--- src/rtl/hilo_mdu_if.sv ---
// Operation request and HI/LO result bundle between the EX stage and the
// iterative multiply/divide unit.
interface hilo_mdu_if #(
    parameter int WIDTH = 32
);
    logic             start;
    logic [2:0]       op;
    logic [WIDTH-1:0] a;
    logic [WIDTH-1:0] b;
    logic             busy;
    logic             done;
    logic             div0;
    logic [WIDTH-1:0] hi;
    logic [WIDTH-1:0] lo;

    // Pipeline side: issues requests, observes status and HI/LO.
    modport master (
        output start, op, a, b,
        input  busy, done, div0, hi, lo
    );

    // Unit side: accepts requests, owns HI/LO.
    modport slave (
        input  start, op, a, b,
        output busy, done, div0, hi, lo
    );
endinterface

--- src/rtl/hilo_mdu.sv ---
// Iterative multiply/divide unit owning HI/LO. One bit per cycle for WIDTH
// cycles, then one cycle of sign fix-up before HI/LO are written.
module hilo_mdu #(
    parameter int WIDTH = 32
) (
    input logic         clk,
    input logic         rst,
    hilo_mdu_if.slave   bus
);
    localparam int CW = $clog2(WIDTH);

    localparam logic [2:0] OP_MULT  = 3'b000;
    localparam logic [2:0] OP_MULTU = 3'b001;
    localparam logic [2:0] OP_DIV   = 3'b010;
    localparam logic [2:0] OP_DIVU  = 3'b011;
    localparam logic [2:0] OP_MTHI  = 3'b100;
    localparam logic [2:0] OP_MTLO  = 3'b101;

    typedef enum logic [1:0] {IDLE, CALC, FIX} state_t;

    state_t             state_q, state_d;
    logic [CW-1:0]      cnt_q, cnt_d;
    // Multiply: {partial product, multiplier}. Divide: low half holds the
    // dividend being shifted out while quotient bits shift in.
    logic [2*WIDTH-1:0] acc_q, acc_d;
    logic [WIDTH-1:0]   rem_q, rem_d;     // divide partial remainder
    logic [WIDTH-1:0]   opb_q, opb_d;     // multiplicand or divisor magnitude
    logic               is_div_q, is_div_d;
    logic               zero_q, zero_d;   // divide by zero seen at start
    logic               neg_q, neg_d;     // negate product / quotient
    logic               rneg_q, rneg_d;   // negate remainder
    logic [WIDTH-1:0]   hi_q, hi_d;
    logic [WIDTH-1:0]   lo_q, lo_d;
    logic               done_q, done_d;
    logic               div0_q, div0_d;

    logic               sgn;
    logic [WIDTH-1:0]   mag_a, mag_b;
    logic [WIDTH:0]     sum;
    logic [WIDTH:0]     shifted;
    logic               qbit;

    // Next-state, datapath step and HI/LO update.
    always_comb begin
        state_d  = state_q;
        cnt_d    = cnt_q;
        acc_d    = acc_q;
        rem_d    = rem_q;
        opb_d    = opb_q;
        is_div_d = is_div_q;
        zero_d   = zero_q;
        neg_d    = neg_q;
        rneg_d   = rneg_q;
        hi_d     = hi_q;
        lo_d     = lo_q;
        done_d   = 1'b0;
        div0_d   = 1'b0;
        sgn      = ~bus.op[0];
        mag_a    = (sgn && bus.a[WIDTH-1]) ? -bus.a : bus.a;
        mag_b    = (sgn && bus.b[WIDTH-1]) ? -bus.b : bus.b;
        sum      = '0;
        shifted  = '0;
        qbit     = 1'b0;

        case (state_q)
            IDLE: begin
                if (bus.start) begin
                    case (bus.op)
                        OP_MTHI: hi_d = bus.a;
                        OP_MTLO: lo_d = bus.a;
                        OP_MULT, OP_MULTU, OP_DIV, OP_DIVU: begin
                            is_div_d = bus.op[1];
                            zero_d   = bus.op[1] && (bus.b == '0);
                            neg_d    = sgn && (bus.a[WIDTH-1] ^ bus.b[WIDTH-1]);
                            rneg_d   = sgn && bus.a[WIDTH-1];
                            acc_d    = {{WIDTH{1'b0}}, (bus.op[1] ? mag_a : mag_b)};
                            opb_d    = bus.op[1] ? mag_b : mag_a;
                            rem_d    = '0;
                            cnt_d    = '0;
                            state_d  = CALC;
                        end
                        default: ;
                    endcase
                end
            end
            CALC: begin
                if (is_div_q) begin
                    // Restoring step: shift next dividend bit in, subtract if it fits.
                    shifted = {rem_q, acc_q[WIDTH-1]};
                    if (shifted >= {1'b0, opb_q}) begin
                        qbit  = 1'b1;
                        rem_d = WIDTH'(shifted - {1'b0, opb_q});
                    end else begin
                        rem_d = shifted[WIDTH-1:0];
                    end
                    acc_d = {acc_q[2*WIDTH-1:WIDTH], acc_q[WIDTH-2:0], qbit};
                end else begin
                    // Shift-add step on the low multiplier bit.
                    sum   = {1'b0, acc_q[2*WIDTH-1:WIDTH]}
                          + (acc_q[0] ? {1'b0, opb_q} : {(WIDTH+1){1'b0}});
                    acc_d = {sum, acc_q[WIDTH-1:1]};
                end
                cnt_d = cnt_q + 1'b1;
                if (cnt_q == CW'(WIDTH - 1)) begin
                    state_d = FIX;
                end
            end
            FIX: begin
                done_d  = 1'b1;
                state_d = IDLE;
                if (is_div_q) begin
                    if (zero_q) begin
                        div0_d = 1'b1;
                    end else begin
                        lo_d = neg_q  ? -acc_q[WIDTH-1:0] : acc_q[WIDTH-1:0];
                        hi_d = rneg_q ? -rem_q : rem_q;
                    end
                end else begin
                    {hi_d, lo_d} = neg_q ? -acc_q : acc_q;
                end
            end
            default: state_d = IDLE;
        endcase
    end

    // State and datapath registers with synchronous reset.
    always_ff @(posedge clk) begin
        if (rst) begin
            state_q  <= IDLE;
            cnt_q    <= '0;
            acc_q    <= '0;
            rem_q    <= '0;
            opb_q    <= '0;
            is_div_q <= 1'b0;
            zero_q   <= 1'b0;
            neg_q    <= 1'b0;
            rneg_q   <= 1'b0;
            hi_q     <= '0;
            lo_q     <= '0;
            done_q   <= 1'b0;
            div0_q   <= 1'b0;
        end else begin
            state_q  <= state_d;
            cnt_q    <= cnt_d;
            acc_q    <= acc_d;
            rem_q    <= rem_d;
            opb_q    <= opb_d;
            is_div_q <= is_div_d;
            zero_q   <= zero_d;
            neg_q    <= neg_d;
            rneg_q   <= rneg_d;
            hi_q     <= hi_d;
            lo_q     <= lo_d;
            done_q   <= done_d;
            div0_q   <= div0_d;
        end
    end

    assign bus.busy = (state_q != IDLE);
    assign bus.done = done_q;
    assign bus.div0 = div0_q;
    assign bus.hi   = hi_q;
    assign bus.lo   = lo_q;
endmodule
--- src/flat_wrapper.sv ---
// flat-port wrapper written by rule: the top's interface ports become plain ports
module hilo_mdu_flat 
#(
    parameter int WIDTH = 32
)
  (clk, rst, bus_start, bus_op, bus_a, bus_b, bus_busy, bus_done, bus_div0, bus_hi, bus_lo);
  hilo_mdu_if #(.WIDTH(WIDTH)) bus_i ();
  input logic clk;
  input logic rst;
  input wire logic [$bits(bus_i.start)-1:0] bus_start;
  input wire logic [$bits(bus_i.op)-1:0] bus_op;
  input wire logic [$bits(bus_i.a)-1:0] bus_a;
  input wire logic [$bits(bus_i.b)-1:0] bus_b;
  output wire logic [$bits(bus_i.busy)-1:0] bus_busy;
  output wire logic [$bits(bus_i.done)-1:0] bus_done;
  output wire logic [$bits(bus_i.div0)-1:0] bus_div0;
  output wire logic [$bits(bus_i.hi)-1:0] bus_hi;
  output wire logic [$bits(bus_i.lo)-1:0] bus_lo;
  assign bus_i.start = bus_start;
  assign bus_i.op = bus_op;
  assign bus_i.a = bus_a;
  assign bus_i.b = bus_b;
  assign bus_busy = bus_i.busy;
  assign bus_done = bus_i.done;
  assign bus_div0 = bus_i.div0;
  assign bus_hi = bus_i.hi;
  assign bus_lo = bus_i.lo;
  hilo_mdu #(.WIDTH(WIDTH)) u_core (.clk(clk), .rst(rst), .bus(bus_i));
endmodule
--- config.mk ---
export PLATFORM = sky130hd
export DESIGN_NAME = hilo_mdu_flat
export DESIGN_NICKNAME = d
export VERILOG_FILES = /design/src/rtl/hilo_mdu_if.sv /design/src/rtl/hilo_mdu.sv /design/src/flat_wrapper.sv
export SDC_FILE = /design/constraint.sdc
export NUM_CORES = 1
export LEC_CHECK = 0
export BUFFER_PORTS_ARGS = -buffer_cell sky130_fd_sc_hd__buf_2
export CAP_MARGIN = 25
export CELL_PAD_IN_SITES_DETAIL_PLACEMENT = 2
export CELL_PAD_IN_SITES_GLOBAL_PLACEMENT = 2
export CORE_AREA = 2 2 190 230
export DETAILED_ROUTE_END_ITERATION = 12
export DIE_AREA = 0 0 192 232
export GPL_TIMING_DRIVEN = 0
export PLACE_DENSITY_LB_ADDON = 0.1
export SYNTH_ARGS = -nofsm -noshare
export SYNTH_HDL_FRONTEND = slang
export SYNTH_SLANG_ARGS = --single-unit
--- constraint.sdc ---
create_clock -name clk -period 6.3 [get_ports clk]
set_input_delay 0 -clock clk [delete_from_list [all_inputs] [get_ports clk]]
set_output_delay 0 -clock clk [all_outputs]
set_load 0.02 [all_outputs]
Yosys cells after proc, flatten, opt, wreduce, memory -nomap -nowiden:

Cells that the tools add are included.

* register bits: 205
* bits of input ports: 70
* output and inout bits: 67
* logic and storage cells: 99

* add/subtract/negate cells: 8
* magnitude comparators: 1
* equality and inequality tests: 16
* muxes and demuxes: 37
* bitwise gates (word level): 4
* reduce and logical (&&, ||, !) cells: 19

Operators by type and width (count)
* 32-bit 2-to-1 mux: 19
* 64-bit 2-to-1 mux: 4
* 32-bit one-hot mux with 2 select lines: 3
* 32-bit negation: 4
* 64-bit one-hot mux with 2 select lines: 1
* 64-bit negation: 1
* 32-bit by 33-bit adder with 33-bit output: 1
* 33-bit by 32-bit >= comparator with 1-bit output: 1
* 32-bit logical NOT: 1
* 32-bit subtractor: 1
* 4-bit AND reduction: 4
* 5-bit 2-to-1 mux: 2
* 2-bit != test (second input constant): 5
* 5-bit one-hot mux with 2 select lines: 1
* 3-bit AND reduction: 3
* 3-bit by 2-bit == test with 1-bit output (second input constant): 2
* 3-bit == test (second input constant): 2
* 2-bit 2-to-1 mux: 3
* 2-bit nonzero test: 3
* 5-bit by 1-bit adder with 5-bit output (second input constant): 1
* 5-bit == test (second input constant): 1
* 1-bit logical AND: 4
* 2-bit by 1-bit != test with 1-bit output (second input constant): 2
* 2-bit one-hot mux with 2 select lines: 1
* 11 further kinds: 15

Depth between registers and ports, before layout:

* depth in word-level cells: 7
* gate-level depth with buffers: 15
* mapped depth without buffers: 14

Least setup slack after synthesis:

Ideal clock, no wire load.

* path type: reg2reg
* start: reg u_core.rem_q[5]
* end: reg u_core.rem_q[22]
* library setup time: 128 ps
* arrival: 2991 ps
* data required time: 6172 ps
* setup slack: 3181 ps
* cell stages (with the launch flop): 13
* buffers on the path: 2
* period minus slack after synthesis: 3119 ps
* path through: dfxtp_1 ha_1 a21o_1 a21oi_1 o32ai_1 or4_1 o21ai_1 nand3_1 a311oi_2 buf_2 buf_2 mux2i_1 o21ai_0

* cells in the longest elaborated chain, start to end: 4
* elaborated cells on any way between the ends: 5
* those cells by class: 1 x add/sub; 1 x order compare; 3 x mux

Ends and longest elaborated chain
* start, declared: RTL line hilo_mdu.sv:26 `logic [WIDTH-1:0] rem_q, rem_d;`
* start signal, assigned: RTL line hilo_mdu.sv:146 `rem_q <= rem_d;`
* 32-bit subtractor or 33-bit by 32-bit >= comparator with 1-bit output (tied branches): RTL line hilo_mdu.sv:92, hilo_mdu.sv:90
* 32-bit 2-to-1 mux (*): RTL line hilo_mdu.sv:90 `if (shifted >= {1'b0, opb_q}) begin`
* 32-bit 2-to-1 mux (*): RTL line hilo_mdu.sv:87 `if (is_div_q) begin`
* 32-bit one-hot mux with 2 select lines (*): RTL line hilo_mdu.sv:65 `case (state_q)`

Every way passes the cells marked *; elsewhere a longest branch is shown, timed or not. The select of a mux whose other input is x is not followed.
A chain may end at the register's enable or synchronous reset.

Worst setup path after layout:

* start: reg u_core.acc_q[0]
* end: reg u_core.acc_q[63]

* cells in the longest elaborated chain, start to end: 4

Ends and longest elaborated chain
* start, declared: RTL line hilo_mdu.sv:25 `logic [2*WIDTH-1:0] acc_q, acc_d;`
* start signal, assigned: RTL line hilo_mdu.sv:131 `acc_q <= '0;`
* start signal, assigned: RTL line hilo_mdu.sv:145 `acc_q <= acc_d;`
* 32-bit 2-to-1 mux: RTL line hilo_mdu.sv:100 `+ (acc_q[0] ? {1'b0, opb_q} : {(WIDTH+1){1'b0}});`
* 32-bit by 33-bit adder with 33-bit output: RTL line hilo_mdu.sv:100
* 64-bit 2-to-1 mux: RTL line hilo_mdu.sv:87
* 64-bit one-hot mux with 2 select lines: RTL line hilo_mdu.sv:65

No other way between the ends. The select of a mux whose other input is x is not followed.

==> metrics.md <==
| Metric | Value |
|---|---|
| Status | complete, no violations |
| PortBufs | 134 |
| GPL Wtd Cong | slightly below 1 |
| Synth Area in Simple Gates | between 10% and 20% |
| Setup Skew | 14.6 ps |
| Synth cell count leaders | nor2_1, a21oi_1, dfxtp_1 |
| Worst setup EP type | register |
| Nets | between 2000 and 2500 |
| Synth area leader | dfxtp_1 |
| Synth Instances | between 2000 and 2500 |
| Fmax achieved | around 230 MHz |
| Worst slew pin tran | 993 ps |
| Placed cell areas | ~0.017 mm² |
| Fillers | 4988 |
| Area of the multi-input gates | between 0.01 and 0.015 mm² |
| Largest family of logic cells by synthesized area | compound AO/OA/AOI/OAI gates |
| Core area | between 0.04 and 0.05 mm² |
| Dominant synthesized flop cell | dfxtp_1 |
| CTS HTree Levels | 1 |
| Drt pass-1 iters | 5 |
| R2r worst-path depth | 13 |
| Worst Setup Path Type | register to register |
| Count leader, synth | nor2_1 |
| Worst path most repeated cell | a211oi_1 |
| CTS tree | yes |
| Drt via density | between 6 and 7 |
| Maximum vdd drop | around 0.19 mV |
| Seq. cell area | ~0.0041 mm² |
| Unique masters post-synth | 75 |
| First-pass GRT wire length | 127000 µm |
| Multiplexer area fraction after synthesis | 3.24% |
| Die area | ~0.045 mm² |
| Number of remaining DRC errors | 0 |
| Syn avg cell area | ~7.4 µm² |
| Warnings from Yosys | 0 |
| Yosys reg bits | between 200 and 250 |
| DP HPWL | 68200 µm |
| Total CTS buffers | 26 |
| GRT overflow | 0 |
| Tmin final | 4420 ps |
| Max incr delay on CP | 510 ps |
| Max-cap check violation count | 0 |
| Critical Path Start Type | register |
| IO Pins | around 140 |
| Final Max Slew Viols | 0 |
| Crit-path cells | inv_1, clkbuf_1, nor2_1, ha_1, o21ai_0, a21boi_0, a211oi_1, a21oi_1, a211oi_1, o211ai_1, a41oi_1, nand2b_1, a2111oi_0 |
| HP Class | primary input to register |
| Setup TNS Final | 0 ps |
| Post-synth EDFFs | 0 |
| Die width | about 190 µm |
| Unrepaired setup endpoints after global routing | no |
| Required @ worst endpoint | slightly below 7000 ps |
| CTS resizes | 0 |
| Register area share after synthesis | between 20% and 30% |
| Final period util | about 70% |
| Initial Util | a little under two fifths |
| Area contributors post-synth | dfxtp_1, a21oi_1, nor2_1, xnor2_1, ha_1 |
| Maximum clock path buffer count | 3 |
| Syn-to-layout area delta | 16.0% |
| Worst EP arrival | between 4000 and 5000 ps |
| Syn_nets | roughly 2300 |
| Xor and xnor area share after synthesis | between 10% and 20% |
| Std cell rows | 83 |
| Hold path depth | 5 |
| Clk sinks | 205 |
| Clk pin slew, worst setup/hold paths | roughly 70 ps |
| Async set or reset register ratio after synthesis | 0% |
| Die height | around 230 µm |
| Largest net degree at the start of global routing | 13 |
| Root Driver | clkbuf_16 |
| Crit-path slowest cell | a21oi_1 |
| Antenna violations before repair | 2 |
| Critical path peak fanout | 10 |
| Relative slew slack | between 30% and 40% |
| Reg2Reg Setup Slack | about 1900 ps |
| Synth Area in Adders | 5.75% |
| Setup violators final | 0 |
| WL final | 86400 µm |
| GRT Resource Usage Total | between 30% and 40% |
| Number of global-route vias before repair | 19847 |
| Post-route ant nets | 0 |
| Area share of the leading cell type in the synthesized netlist | about 26% |
| Post-synthesis cell area | about 0.016 mm² |
| Final hold violation count | 0 |
| Layout cell share with drive strength beyond 1 | a little under a tenth |
| Pleak | between 7 and 8 nW |
| Worst skew pair latency | 570 ps |
| Via Count | around 18000 |
| Initial DRC count | 1202 |
| Post-route cell area | 0.0185 mm² |
| Pwr/cell area | roughly 220 mW/mm² |
| Synth Area in Compound Gates | between 20% and 30% |
| Routed WL per cell | 29.6 µm |
-- through the flow --
stage	power, mW	hold slack, ps	setup slack [ps]	cells	utilization, %
3_5_place_dp	2.41	379	2050	2844	40.9
2_1_floorplan	2.01	159	3180	2155	-
3_3_place_gp	2.37	377	2210	2841	40.8
6_report	4.09	7.11	1880	2917	43.6
5_1_grt	4.21	25.6	1660	2916	43.6
4_1_cts	4.05	10.5	1990	2915	43.6
-- cells by family after synthesis --
| group | Yosys count |
|---|---|
| AOI/OAI and AO/OA | 708 |
| xor gates and xnor gates | 204 |
| adders and majority gates | 72 |
| buffers and inverters | 222 |
| DFF | 205 |
| muxes | 50 |
| and+or+nand+nor | 694 |
-- report_power, final --
group | total (mW) | switching [mW] | internal [mW] | leakage [nW]
combinational | 1.01 | 0.693 | 0.317 | 5.34
clock | 1.66 | 0.665 | 0.992 | 0.452
sequential | 1.42 | 0.0701 | 1.35 | 1.67
-- cell usage in the layout (no fill, tap or decap), types with 9 or more instances in the layout --
cell	n
nand3_1	19
xnor2_1	117
nor2_1	279
o21ai_0	143
o31ai_1	41
buf_1	15
or3_1	18
clkbuf_1	122
a311oi_1	17
mux2i_1	37
a22o_1	11
dlygate4sd3_1	25
nor3_1	44
ha_1	70
o211ai_1	40
nor2b_1	16
nand4_1	13
a211oi_1	66
nor4_1	18
nand2b_1	26
inv_1	76
clkbuf_16	27
a21oi_1	210
xor2_1	87
a22oi_1	21
buf_2	142
nand2_1	194
a21o_1	39
and2_1	9
o41ai_1	24
mux2_2	13
and3_1	11
or4_1	21
dfxtp_1	205
a31oi_1	14
-- flip-flops by register name, summed over array words and instances, names as in the netlist --
register and cells:
u_core.state_q 2, u_core.bus.div0 1, u_core.opb_q 32, u_core.neg_q 1, u_core.cnt_q 5, u_core.bus.hi 32
u_core.rneg_q 1, u_core.acc_q 64, u_core.is_div_q 1, u_core.bus.done 1, u_core.rem_q 32, u_core.zero_q 1
u_core.bus.lo 32
-- worst max-delay path: cells and delay by family (launching register included) --
kind            cells  cell delay (ps)
flops               1              410
compound gates      8             2440
simple gates        2              340
buf+inv             2              760
fa+ha+maj           1              350
-- per-layer routing --
metal	up-vias	routed length [µm]	track usage (%)
met5	-	0	0
met4	0	7560	28.7
met3	304	4130	4.26
met2	675	42400	67.4
met1	9283	32300	42.4
li1	8156	-	-
-- path summary, 6_finish.rpt --
check / start / to
max: u_core.acc_q[0]$_SDFFE_PP0P_ / u_core.acc_q[63]$_SDFFE_PP0P_
max reg2reg: u_core.acc_q[0]$_SDFFE_PP0P_ / u_core.acc_q[63]$_SDFFE_PP0P_
min reg2reg: u_core.bus.hi[17]$_SDFFE_PP0P_ / u_core.bus.hi[17]$_SDFFE_PP0P_
min: bus_b[26] / u_core.acc_q[26]$_SDFFE_PP0P_
-- what timing repair did --
item                                   CTS  global route
hold buffers                            25             0
buffers inserted                         0             0
endpoints found under the hold margin   27             0
-- layout make-up --
type,instances,area share (%)
antenna,2,0.0271
buffer,145,3.18
clock buffer,38,4.31
clock inverter,8,0.636
inverter,77,1.56
multi-input combinational,1728,59.3
sequential,205,22.2
tap,552,3.74
timing repair buffer,162,5.06
Note: power is estimated with default switching activity, not from simulation.
